`src/rtl/sprite_layer_if.sv`:
```
// Sprite ROM / palette bus between sprite_layer (master) and the external
// index ROM plus combinational palette (slave).
interface sprite_layer_if #(
  parameter int IDX_W  = 8,
  parameter int ADDR_W = 12
);
  logic [ADDR_W-1:0] rom_addr;
  logic [IDX_W-1:0]  rom_q;
  logic [IDX_W-1:0]  pal_index;
  logic [3:0]        pal_red;
  logic [3:0]        pal_green;
  logic [3:0]        pal_blue;

  modport master (output rom_addr, pal_index,
                  input  rom_q, pal_red, pal_green, pal_blue);
  modport slave  (input  rom_addr, pal_index,
                  output rom_q, pal_red, pal_green, pal_blue);
endinterface

```
`src/rtl/sprite_layer.sv`:
```
// Single animated, integer-scaled sprite layer for the VGA path (3-edge pipeline).
// Optional mirroring via `define SPRITE_FLIP_EN (adds flip_x / flip_y ports).
module sprite_layer #(
  parameter int SPR_W      = 32,
  parameter int SPR_H      = 32,
  parameter int NUM_FRAMES = 4,
  parameter int SCALE_LOG2 = 0,
  parameter int ANIM_DIV   = 8,
  parameter int IDX_W      = 8,
  parameter int ADDR_W     = 12,
  parameter int TRANSP_IDX = 0,
  localparam int FI_W      = (NUM_FRAMES > 1) ? $clog2(NUM_FRAMES) : 1
) (
  input  logic            vga_clk,
  input  logic            reset,
  input  logic            frame_start,
  input  logic [9:0]      DrawX,
  input  logic [9:0]      DrawY,
  input  logic            blank,
  input  logic [9:0]      pos_x,
  input  logic [9:0]      pos_y,
  input  logic            sprite_en,
`ifdef SPRITE_FLIP_EN
  input  logic            flip_x,
  input  logic            flip_y,
`endif
  sprite_layer_if.master  mem,
  output logic [3:0]      red,
  output logic [3:0]      green,
  output logic [3:0]      blue,
  output logic            hit,
  output logic [FI_W-1:0] frame_idx
);
  localparam int AC_W  = (ANIM_DIV > 1) ? $clog2(ANIM_DIV) : 1;
  localparam int BOX_W = SPR_W << SCALE_LOG2;
  localparam int BOX_H = SPR_H << SCALE_LOG2;

  logic [AC_W-1:0] anim_cnt;
  logic [9:0]      sx_s, sy_s;
  logic            en_s;
  logic [2:1]      vld_pipe;   // in_box delayed to line up with rom_q
  logic [2:1]      blk_pipe;

  // Shadow position/enable: sampled once per frame so a moving sprite never tears
  always_ff @(posedge vga_clk or posedge reset) begin
    if (reset) begin
      sx_s <= '0;
      sy_s <= '0;
      en_s <= 1'b0;
    end else if (frame_start) begin
      sx_s <= pos_x;
      sy_s <= pos_y;
      en_s <= sprite_en;
    end
  end

`ifdef SPRITE_FLIP_EN
  logic fx_s, fy_s;
  always_ff @(posedge vga_clk or posedge reset) begin
    if (reset) begin
      fx_s <= 1'b0;
      fy_s <= 1'b0;
    end else if (frame_start) begin
      fx_s <= flip_x;
      fy_s <= flip_y;
    end
  end
`endif

  always_ff @(posedge vga_clk or posedge reset) begin
    if (reset) begin
      anim_cnt  <= '0;
      frame_idx <= '0;
    end else if (frame_start) begin
      if (anim_cnt == AC_W'(ANIM_DIV - 1)) begin
        anim_cnt  <= '0;
        frame_idx <= (frame_idx == FI_W'(NUM_FRAMES - 1)) ? '0 : frame_idx + 1'b1;
      end else begin
        anim_cnt <= anim_cnt + 1'b1;
      end
    end
  end

  // S1: box test and address formation, all in 11 bits so sx+width never wraps
  logic [10:0] px, py, sx11, sy11, sx_end, sy_end, dx, dy, lx, ly, ax, ay;
  logic        in_box;

  assign px     = {1'b0, DrawX};
  assign py     = {1'b0, DrawY};
  assign sx11   = {1'b0, sx_s};
  assign sy11   = {1'b0, sy_s};
  assign sx_end = sx11 + 11'(BOX_W);
  assign sy_end = sy11 + 11'(BOX_H);
  assign dx     = px - sx11;
  assign dy     = py - sy11;
  assign lx     = dx >> SCALE_LOG2;
  assign ly     = dy >> SCALE_LOG2;
  assign in_box = en_s & (px >= sx11) & (px < sx_end) & (py >= sy11) & (py < sy_end);

`ifdef SPRITE_FLIP_EN
  assign ax = fx_s ? 11'(SPR_W - 1) - lx : lx;
  assign ay = fy_s ? 11'(SPR_H - 1) - ly : ly;
`else
  assign ax = lx;
  assign ay = ly;
`endif

  logic [ADDR_W-1:0] addr_nxt;
  assign addr_nxt = ADDR_W'(frame_idx) * ADDR_W'(SPR_W * SPR_H)
                  + ADDR_W'(ay) * ADDR_W'(SPR_W) + ADDR_W'(ax);

  assign mem.pal_index = mem.rom_q;

  always_ff @(posedge vga_clk or posedge reset) begin
    if (reset) begin
      mem.rom_addr <= '0;
      vld_pipe     <= '0;
      blk_pipe     <= '0;
      hit          <= 1'b0;
      red          <= '0;
      green        <= '0;
      blue         <= '0;
    end else begin
      if (in_box) mem.rom_addr <= addr_nxt;
      vld_pipe <= {vld_pipe[1], in_box};
      blk_pipe <= {blk_pipe[1], blank};
      // S3: ROM data now matches the stage-2 flags
      if (blk_pipe[2] & vld_pipe[2] & (mem.rom_q != IDX_W'(TRANSP_IDX))) begin
        hit   <= 1'b1;
        red   <= mem.pal_red;
        green <= mem.pal_green;
        blue  <= mem.pal_blue;
      end else begin
        hit   <= 1'b0;
        red   <= '0;
        green <= '0;
        blue  <= '0;
      end
    end
  end
endmodule

```
`src/flat_wrapper.sv`:
```
// flat-port wrapper written by rule: the top's interface ports become plain ports
module sprite_layer_flat 
#(
  parameter int SPR_W      = 32,
  parameter int SPR_H      = 32,
  parameter int NUM_FRAMES = 4,
  parameter int SCALE_LOG2 = 0,
  parameter int ANIM_DIV   = 8,
  parameter int IDX_W      = 8,
  parameter int ADDR_W     = 12,
  parameter int TRANSP_IDX = 0,
  localparam int FI_W      = (NUM_FRAMES > 1) ? $clog2(NUM_FRAMES) : 1
)
  (vga_clk, reset, frame_start, DrawX, DrawY, blank, pos_x, pos_y, sprite_en, red, green, blue, hit, frame_idx, mem_rom_addr, mem_pal_index, mem_rom_q, mem_pal_red, mem_pal_green, mem_pal_blue);
  sprite_layer_if #(.IDX_W(IDX_W), .ADDR_W(ADDR_W)) mem_i ();
  input  logic vga_clk;
  input  logic reset;
  input  logic frame_start;
  input  logic [9:0] DrawX;
  input  logic [9:0] DrawY;
  input  logic blank;
  input  logic [9:0] pos_x;
  input  logic [9:0] pos_y;
  input  logic sprite_en;
  output logic [3:0] red;
  output logic [3:0] green;
  output logic [3:0] blue;
  output logic hit;
  output logic [FI_W-1:0] frame_idx;
  output wire logic [$bits(mem_i.rom_addr)-1:0] mem_rom_addr;
  output wire logic [$bits(mem_i.pal_index)-1:0] mem_pal_index;
  input wire logic [$bits(mem_i.rom_q)-1:0] mem_rom_q;
  input wire logic [$bits(mem_i.pal_red)-1:0] mem_pal_red;
  input wire logic [$bits(mem_i.pal_green)-1:0] mem_pal_green;
  input wire logic [$bits(mem_i.pal_blue)-1:0] mem_pal_blue;
  assign mem_rom_addr = mem_i.rom_addr;
  assign mem_pal_index = mem_i.pal_index;
  assign mem_i.rom_q = mem_rom_q;
  assign mem_i.pal_red = mem_pal_red;
  assign mem_i.pal_green = mem_pal_green;
  assign mem_i.pal_blue = mem_pal_blue;
  sprite_layer #(.SPR_W(SPR_W), .SPR_H(SPR_H), .NUM_FRAMES(NUM_FRAMES), .SCALE_LOG2(SCALE_LOG2), .ANIM_DIV(ANIM_DIV), .IDX_W(IDX_W), .ADDR_W(ADDR_W), .TRANSP_IDX(TRANSP_IDX)) u_core (.vga_clk(vga_clk), .reset(reset), .frame_start(frame_start), .DrawX(DrawX), .DrawY(DrawY), .blank(blank), .pos_x(pos_x), .pos_y(pos_y), .sprite_en(sprite_en), .mem(mem_i), .red(red), .green(green), .blue(blue), .hit(hit), .frame_idx(frame_idx));
endmodule
```
`config.mk`:
```
export PLATFORM = sky130hd
export DESIGN_NAME = sprite_layer_flat
export DESIGN_NICKNAME = d
export VERILOG_FILES = /design/src/rtl/sprite_layer_if.sv /design/src/rtl/sprite_layer.sv /design/src/flat_wrapper.sv
export SDC_FILE = /design/constraint.sdc
export NUM_CORES = 1
export LEC_CHECK = 0
export BUFFER_PORTS_ARGS = -buffer_cell sky130_fd_sc_hd__clkbuf_2
export CAP_MARGIN = 25
export CORE_MARGIN = 2
export CORE_UTILIZATION = 53
export CTS_CLUSTER_SIZE = 25
export DETAILED_ROUTE_END_ITERATION = 8
export PLACE_DENSITY = 0.81
export RECOVER_POWER = 25
export SYNTH_ARGS = -nofsm -noshare
export SYNTH_HDL_FRONTEND = slang
export SYNTH_SLANG_ARGS = --single-unit
```
`constraint.sdc`:
```
create_clock -name vga_clk -period 4.4 [get_ports vga_clk]
set_input_delay 0.88 -clock vga_clk [delete_from_list [all_inputs] [get_ports vga_clk]]
set_output_delay 0.88 -clock vga_clk [all_outputs]
set_load 0.005 [all_outputs]
```
==> results of run 1 <==
==> sequential cells by signal (all words and copies together) (netlist names), 2 cells and up <==
name                 flops
u_core.mem.rom_addr     12
u_core.green             4
u_core.vld_pipe          2
u_core.anim_cnt          3
u_core.sx_s             10
u_core.blue              4
u_core.frame_idx         2
u_core.red               4
u_core.blk_pipe          2
u_core.sy_s             10
==> through the flow <==
step	instances	worst slack (ps)	total power, uW	utilization (%)	hold WS (ps)
floorplan	337	421	1170	-	331
global placement	498	166	1350	62.8	333
detailed placement	499	51.9	1380	63.1	343
CTS	507	360	1720	64.9	368
global route	507	114	1840	64.6	378
finish	507	384	1700	64.6	363
==> kinds of logic after synthesis <==
group                    count (synthesis)  synth area share [%]
multiplexers                            19                  6.81
AO/OA/AOI/OAI                           70                  13.6
buffers and inverters                   51                  6.71
flip-flops                              55                  38.8
XOR/XNOR                                24                  5.93
AND/OR/NAND/NOR                         69                  10.0
adder cells (fa/ha/maj)                 49                  18.1
==> worst max-delay path, stage by stage <==
cell      delay [ps]
clkbuf_2          80
inv_1             40
ha_1             180
inv_1             70
fa_1             400
a21o_1           190
a21oi_1          200
o21bai_1          90
a21oi_1          220
o21ai_0          170
xor2_1           170
ha_1             290
ha_1             340
a21oi_1          240
o21bai_1         100
a21oi_1          180
xnor2_1           80
mux2_1           290
==> cells in the final DEF (no fill, tap or decap), types with 2 or more instances in the layout <==
master / netlist / final
clkbuf_2: 0 / 99
dfrtp_1: 55 / 55
ha_1: 45 / 45
inv_1: 36 / 36
nand2_1: 29 / 29
o21ai_0: 23 / 23
a21oi_1: 18 / 18
xnor2_1: 18 / 18
and2_1: 12 / 12
nand3_1: 10 / 10
mux2_2: 8 / 8
mux2_4: 8 / 8
nor2_1: 6 / 6
xor2_1: 6 / 6
a21o_1: 5 / 5
clkbuf_8: 0 / 5
o21a_1: 4 / 4
fa_1: 4 / 4
o21bai_1: 3 / 3
mux2i_1: 2 / 2
o211ai_2: 2 / 2
a211oi_2: 2 / 2
a31oi_1: 2 / 2
o31ai_1: 2 / 2
a211o_1: 2 / 2
nor4_1: 2 / 2
clkbuf_1: 6 / 2
==> final timing paths <==
path / from / endpoint
max: DrawX[0] / u_core.mem.rom_addr[11]$_DFFE_PP0P_
min: u_core.blk_pipe[1]$_DFF_PP0_ / u_core.blk_pipe[2]$_DFF_PP0_
max reg2reg: u_core.sx_s[0]$_DFFE_PP0P_ / u_core.mem.rom_addr[11]$_DFFE_PP0P_
min reg2reg: u_core.blk_pipe[1]$_DFF_PP0_ / u_core.blk_pipe[2]$_DFF_PP0_
max in group asynchronous: reset / u_core.mem.rom_addr[5]$_DFFE_PP0P_
min in group asynchronous: reset / u_core.red[0]$_DFF_PP0_
==> layer usage <==
metal,vias up,GRT usage (%)
li1,1337,-
met1,1242,25.7
met2,60,36.0
met3,6,3.08
met4,0,6.06
met5,-,0
==> final cells by class <==
type	instances	area, sq um
Timing Repair Buffer	100	499
Fill cell	514	2270
Tap cell	77	96.3
Multi-Input combinational cell	231	1930
Clock buffer	6	72.6
Inverter	36	135
Sequential cell	55	1380
Clock inverter	2	38.8
==> report_power, final <==
part	switching, uW	total [uW]	internal [uW]
registers	66.9	668	601
logic	329	699	370
clock network	163	335	172
total	559	1700	1140
==> impl_metrics.toml, run 1 <==
[outcome]
outcome = "complete, but fails checks"
violations = "design-rule violations, max-capacitance violations, max-slew violations"

[pwr]
power.density_mw_per_mm2 = 410
ir_drop_uv = 248
power.leakage_uw = 0.00218

[route]
routed_wl_um = 7020
route.vias.total = 2645
firstDrtPassIters = 9
highest_layer = "met4"
wl_met3_um = 259
avgRoutedWirePerCell_um = 13.9
viasPerCell = 5.22
dr_wl_met2_um = 3560
met1_length_um = 3100
drt_iter0_drc = 148
antenna_left = 0
remaining_drc_errors = 11

[worst_hold_path]
hold_depth = 0
hold_path.class = "reg -> reg"

[floorplan]
die_h_um = 85.8
die-area_sq_mm = 0.00736
fp.dieW_um = 85.8
start_util_pct = 55.2
num_rows = 29
pin_count = 100
core_sq_mm = 0.00642

[synth]
syn_avg_cell_area_sq_um = 10.5
synth_most_common_cell = "dfrtp_1"
yosysSeqAreaShare_pct = 38.8
synth_top_area_share_pct = 38.8
ys_top_cells_by_area = "dfrtp_1 (39%), ha_1 (16%), xnor2_1 (4.4%)"
synth_seq_cells = 55
yosysTopAreaCell = "dfrtp_1"
syn_nets = 451
ys.warnings.count = 0
async_flop_share_pct = 100
synth_area_sq_mm = 0.00354
synth_cell_types = 45
syn_inst = 337
ys.flop_type = "dfrtp_1"
synthTopCellsByCount = "dfrtp_1 (55), ha_1 (45), inv_1 (36), nand2_1 (29), o21ai_0 (23)"
synth_edf_count = 0

[global_route]
grt_max_degree = 45
grt_pass1_vias = 2611
grt_pass1_wl_um = 11800
grt_util_all_layers_pct = 20.3
grt-ovfl-total = 0
antenna_found_initial = 0

[worst_setup_path]
r2r_slack_ps = 680
critPathRequiredTime_ps = 4600
critPathLaunchType = "primary input"
crit_arrival_ps = 4210
crit_fanout = 3
critPathKind = "in -> reg"
r2r_cells = 16
cp-end-kind = "flop"

[placed_design]
dp_hpwl_um = 5800
placed_area_sq_mm = 0.00405
gp_congestion = 0.853
io_buffers = 99

[timing]
relSlewSlack_pct = -8.35
skew_ps = 12.3
fmax_mhz = 249
slew_violations = 32
setup_tns_ps = 0
period_minus_slack_ps = 4020
setup_violations = 0
tightestPinTransition_ps = 1630
rsz0062_at_grt = "no"
finalCritPeriodShare_pct = 91.3
hold_viol_final = 0

[finish]
area_growth_syn_to_layout_pct = 17.0
final_nets = 543
drive_gt1_share_pct = 31.2
fin_area_sq_mm = 0.00415
antenna_cells = 0

[clocking]
cts_buffer_depth = 2
cts_buffers = 5
cts_sinks = 55
ctsHoldBuffers = 0
cts_max_level = 2
post_cts_buffers = 0
cts_resized = 0
cts-root-buf = "clkbuf_8"
cts_tree = "built"
clkTransAtPathRegs_ps = 100
clkLatencyLatePin_ps = 310

[run]
maxCapViolations = 1
Power figures use the tool's default switching activity.
==> run 2, diff against run 1 <==
Clock period 4.4 ns to 3.9 ns, I/O delays scaled along.
==> run 2 against run 1 <==
Effect of this change: sequential share of layout area down 0.45 points; the run still ends with design-rule violations, max-capacitance violations, max-slew violations left; cell count up 1.8%; clock power is 1% lower; critical path type unchanged; first-iteration DRC count shrank 8.1%; largest cell class unchanged.
==> impl_metrics.toml, run 2 (same netlist as run 1, synthesis figures left out) <==
[outcome]
outcome = "complete, but fails checks"
violations = "design-rule violations, max-capacitance violations, max-slew violations"

[timing]
relSlewSlack_pct = -94.1
setup_slack_ps = 243
slew_violations = 56
setup_violations = 0
tightestPinTransition_ps = 2910
rsz0062_at_grt = "no"
skew_ps = 12.1
fmax_mhz = 273
period_minus_slack_ps = 3660
finalCritPeriodShare_pct = 93.8
hold_viol_final = 0

[route]
drt_iter0_drc = 136
firstDrtPassIters = 8
viasPerCell = 5.17
remaining_drc_errors = 11
avgRoutedWirePerCell_um = 14.0
antenna_left = 0
route.vias.total = 2666
routed_wl_um = 7200

[finish]
final_cell_mix = "clkbuf_2 (99), dfrtp_1 (55), ha_1 (45), inv_1 (36), nand2_1 (29)"
antenna_cells = 0
largest_reg_flops = 12
final_common_cell = "clkbuf_2"
drive_gt1_share_pct = 33.3
reg_top3 = "u_core.mem.rom_addr x12, u_core.sx_s x10, u_core.sy_s x10"
top_register = "u_core.mem.rom_addr"
fin_util_pct = 65.5
fill_cells = 528
area_growth_syn_to_layout_pct = 18.7
fin_area_sq_mm = 0.00421
final_nets = 552
final_cells = 516

[global_route]
grt_pass1_vias = 2653
grt_max_degree = 56
antenna_found_initial = 0
grt_util_all_layers_pct = 20.3
grt_pass1_wl_um = 11900
grt-ovfl-total = 0

[pwr]
seq_power_share_pct = 38.9
switching_share_pct = 34.2
switching_power_uw = 660
clkPwrFrac_pct = 17.1
power.density_mw_per_mm2 = 459
ir_drop_uv = 245
internal-power_uw = 1270
combPwrFrac_pct = 44.0
p_total_uw = 1930
power.leakage_uw = 0.00221

[worst_setup_path]
critPathKind = "in -> reg"
crit_fanout = 2
critPathLaunchType = "primary input"
crit_arrival_ps = 3860
critPathRequiredTime_ps = 4100
cp-end-kind = "flop"

[placed_design]
dp_hpwl_um = 5790
io_buffers = 99
placed_area_sq_mm = 0.00411
dp_cells = 508
gp_congestion = 0.891
place_ws_ps = -129

[floorplan]
start_util_pct = 55.2
fp.dieW_um = 85.8
num_rows = 29
die-area_sq_mm = 0.00736
die_h_um = 85.8
core_sq_mm = 0.00642
pin_count = 100

[clocking]
cts_sinks = 55
cts_buffers = 5
cts-root-buf = "clkbuf_8"
clkTransAtPathRegs_ps = 110
cts_max_level = 2
clkLatencyLatePin_ps = 320
cts_buffer_depth = 2
cts_tree = "built"

[worst_hold_path]
hold_path.class = "reg -> reg"

[run]
maxCapViolations = 1
## run 2: cell count changes in the layout (fill, tap and decap cells not counted), sizes merged
cell      previous run  this run
buf                  0         9
bufinv               1         0
clkbuf             106       105
clkinvlp             0         1
inv                 37        38
## run 2: timing repair
| item | CTS | global route |
|---|---|---|
| setup buffers | 0 | 0 |
| hold buffers | 0 | 0 |
| endpoints found under the setup margin | 0 | 2 |
| gates resized for setup | 0 | 3 |
## run 2: worst max-delay path, stage by stage
cell      delay, ps
clkbuf_2         80
inv_1            40
ha_1            160
inv_1            50
fa_1            370
a21o_1          200
a21oi_2         150
o21bai_1         70
a21oi_1         200
buf_4           140
xnor2_1         110
ha_1            250
ha_1            230
fa_1            380
a21oi_1         160
nor2_1           50
nor2_1          110
xnor2_1          70
mux2_2          250
## run 2: cell type report
class	instances	area (sq um)	area share, %
flip-flops and latches	55	1380	32.7
inverters	36	135	3.21
well taps	77	96.3	2.29
multi-input cells	231	1940	46.1
clock inverters	3	25.0	0.595
clock buffers	5	68.8	1.64
repair buffers	109	567	13.5
## run 2: power groups by stage
| stage | sequential, uW | clock (uW) | combinational [uW] |
|---|---|---|---|
| detailed placement | 765 | 0 | 838 |
| CTS | 753 | 340 | 848 |
| global route | 767 | 354 | 952 |
| floorplan | 754 | 0 | 571 |
| global placement | 759 | 0 | 805 |
| finish | 752 | 330 | 850 |
## run 2: per-stage QoR
step / setup TNS [ps] / hold WS [ps]
floorplan: 0 / 331
global placement: -134 / 333
detailed placement: -217 / 337
CTS: 0 / 362
global route: 0 / 373
finish: 0 / 359
## run 2: per-layer routing
| metal | global-route usage, % | part of all wire [%] | wire length [um] |
|---|---|---|---|
| met4 | 5.48 | 1.6 | 113 |
| met2 | 36.4 | 50 | 3620 |
| met5 | 0 | 0 | 0 |
| met1 | 25.6 | 45 | 3210 |
| met3 | 2.79 | 3.6 | 258 |
## run 2: final timing paths
kind,startpoint,end,slack [ps],cells past startpoint
worst min register to register,u_core.blk_pipe[1]$_DFF_PP0_,u_core.blk_pipe[2]$_DFF_PP0_,360,0
min in group asynchronous,reset,u_core.red[0]$_DFF_PP0_,1530,3
worst max-delay path,DrawX[0],u_core.mem.rom_addr[10]$_DFFE_PP0P_,240,19
max in group asynchronous,reset,u_core.mem.rom_addr[10]$_DFFE_PP0P_,720,3
worst max register to register,u_core.sx_s[0]$_DFFE_PP0P_,u_core.mem.rom_addr[10]$_DFFE_PP0P_,460,17
worst min-delay path,u_core.blk_pipe[1]$_DFF_PP0_,u_core.blk_pipe[2]$_DFF_PP0_,360,0
==> run 3, diff against run 2 <==
Settings changed: CTS_BUF_LIST set to sky130_fd_sc_hd__clkbuf_16.
==> run 3 against run 2 <==
Effect of this change: largest cell class unchanged; register-to-register slack worse by 20 ps; the flow finishes with violations (design-rule violations); non-clock buffer count unchanged; maximum frequency down 1.2%.
==> impl_metrics.toml, run 3 (same netlist as run 1, synthesis figures left out) <==
[worst_setup_path]
critPathKind = "in -> reg"
critPathSlowestCell = "fa_1"
critPathRequiredTime_ps = 4080
critPathLaunchType = "primary input"
critical_path.cell_chain = "clkbuf_2 > inv_1 > ha_1 > inv_1 > fa_1 > a21o_1 > a21oi_2 > o21bai_1 > a21oi_2 > buf_4 > xnor2_1 > ha_1 > ha_1 > fa_1 > a21oi_1 > nor2_1 > nor2_1 > xnor2_1 > mux2_2"
crit_fanout = 2
cp_common_cell = "ha_1"
crit_arrival_ps = 3880
worst-path-buf-inv = 4
cp-end-kind = "flop"
cp_top_family = "adder cells"
cp_slowest_stage_delay_ps = 400

[route]
routed_wl_um = 7260
remaining_drc_errors = 11
drt_iter0_drc = 126
firstDrtPassIters = 6
avgRoutedWirePerCell_um = 14.1
route.vias.total = 2662
viasPerCell = 5.16
antenna_left = 0

[clocking]
cts_tree = "built"
cts_sinks = 55
cts-root-buf = "clkbuf_16"
cts_buffer_depth = 2
clkLatencyLatePin_ps = 300
post_cts_buffers = 0
cts_max_level = 2
ctsHoldBuffers = 0
cts_resized = 0
clkTransAtPathRegs_ps = 80
cts_buffers = 5

[timing]
period_minus_slack_ps = 3700
whs_ps = 351
hold_viol_final = 0
slew_violations = 0
relSlewSlack_pct = 9.83
tightestPinTransition_ps = 1350
fmax_mhz = 270
setup_violations = 0
finalCritPeriodShare_pct = 94.9
setup_tns_ps = 0
skew_ps = 7.40

[pwr]
switching_share_pct = 32.9
combPwrFrac_pct = 41.5
switching_power_uw = 679
power.leakage_uw = 0.00224
clkPwrFrac_pct = 22.1
ir_drop_uv = 240
seq_power_share_pct = 36.5
power.density_mw_per_mm2 = 483
internal-power_uw = 1380

[finish]
final_cell_mix = "clkbuf_2 (100), dfrtp_1 (55), ha_1 (45), inv_1 (36), nand2_1 (29)"
antenna_cells = 0
drive_gt1_share_pct = 33.7
reg_top3 = "u_core.mem.rom_addr x12, u_core.sx_s x10, u_core.sy_s x10"
final_nets = 552
final_common_cell = "clkbuf_2"
area_growth_syn_to_layout_pct = 20.4
largest_reg_flops = 12
top_register = "u_core.mem.rom_addr"

[global_route]
antenna_found_initial = 0
grt_max_degree = 56
grt-ovfl-total = 0
grt_pass1_vias = 2702
grt_pass1_wl_um = 12000
grt_util_all_layers_pct = 20.7

[placed_design]
io_buffers = 99
dp_hpwl_um = 5790
gp_congestion = 0.891

[floorplan]
start_util_pct = 55.2
fp.dieW_um = 85.8
die_h_um = 85.8
die-area_sq_mm = 0.00736
core_sq_mm = 0.00642
num_rows = 29
pin_count = 100

[outcome]
violations = "design-rule violations"
outcome = "complete, but fails checks"

[run]
maxCapViolations = 0

[worst_hold_path]
hold_path.class = "reg -> reg"
-- run 3: cell types whose count changed in the layout (fill, tap and decap cells not counted) --
cell	change
clkbuf_16	+5
clkbuf_8	-5
a21oi_1	-1
a21oi_2	+1
clkbuf_1	-1
clkbuf_2	+1
-- run 3: final timing paths --
check                           slack, ps                             endpoint                         start  depth (start not counted)
worst max-delay path                  200  u_core.mem.rom_addr[10]$_DFFE_PP0P_                      DrawX[0]                         19
worst min register to register        350         u_core.blk_pipe[2]$_DFF_PP0_  u_core.blk_pipe[1]$_DFF_PP0_                          0
worst max register to register        440  u_core.mem.rom_addr[10]$_DFFE_PP0P_    u_core.sx_s[0]$_DFFE_PP0P_                         17
min in group asynchronous             910              u_core.red[0]$_DFF_PP0_                         reset                          3
worst min-delay path                  350         u_core.blk_pipe[2]$_DFF_PP0_  u_core.blk_pipe[1]$_DFF_PP0_                          0
max in group asynchronous            2180  u_core.mem.rom_addr[10]$_DFFE_PP0P_                         reset                          3
-- run 3: area by class of cell --
cell class / count / area, sq um
inverter: 36 / 135
multi-input combinational: 231 / 1940
sequential: 55 / 1380
timing repair buffer: 109 / 568
clock inverter: 3 / 25.0
fill: 505 / 2150
tap: 77 / 96.3
clock buffer: 5 / 125
-- run 3: power groups by stage --
stage / Clock [uW] / Sequential (uW) / Combinational, uW
2_1_floorplan: 0 / 754 / 571
3_3_place_gp: 0 / 759 / 805
3_5_place_dp: 0 / 765 / 838
4_1_cts: 465 / 753 / 850
5_1_grt: 482 / 767 / 957
6_report: 456 / 752 / 855
-- run 3: per-stage QoR --
stage / total power [uW] / setup slack (ps) / utilization [%] / area, sq um / std cells
3_5_place_dp: 1600 / -129 / 64.0 / 4110 / 508
4_1_cts: 2070 / 141 / 66.3 / 4260 / 516
5_1_grt: 2210 / -24.0 / 66.5 / 4270 / 516
3_3_place_gp: 1560 / -79.8 / 64.0 / 4110 / 508
6_report: 2060 / 198 / 66.5 / 4270 / 516
2_1_floorplan: 1330 / 21.1 / - / 3540 / 337
-- run 3: metal layers --
layer | share of wire, % | vias up | GRT usage (%) | wire [um]
li1 | - | 1350 | - | -
met1 | 44 | 1240 | 26.2 | 3200
met2 | 51 | 62 | 36.4 | 3690
met3 | 3.4 | 10 | 3.27 | 245
met4 | 1.7 | 0 | 6.06 | 120
met5 | 0 | - | 0 | 0
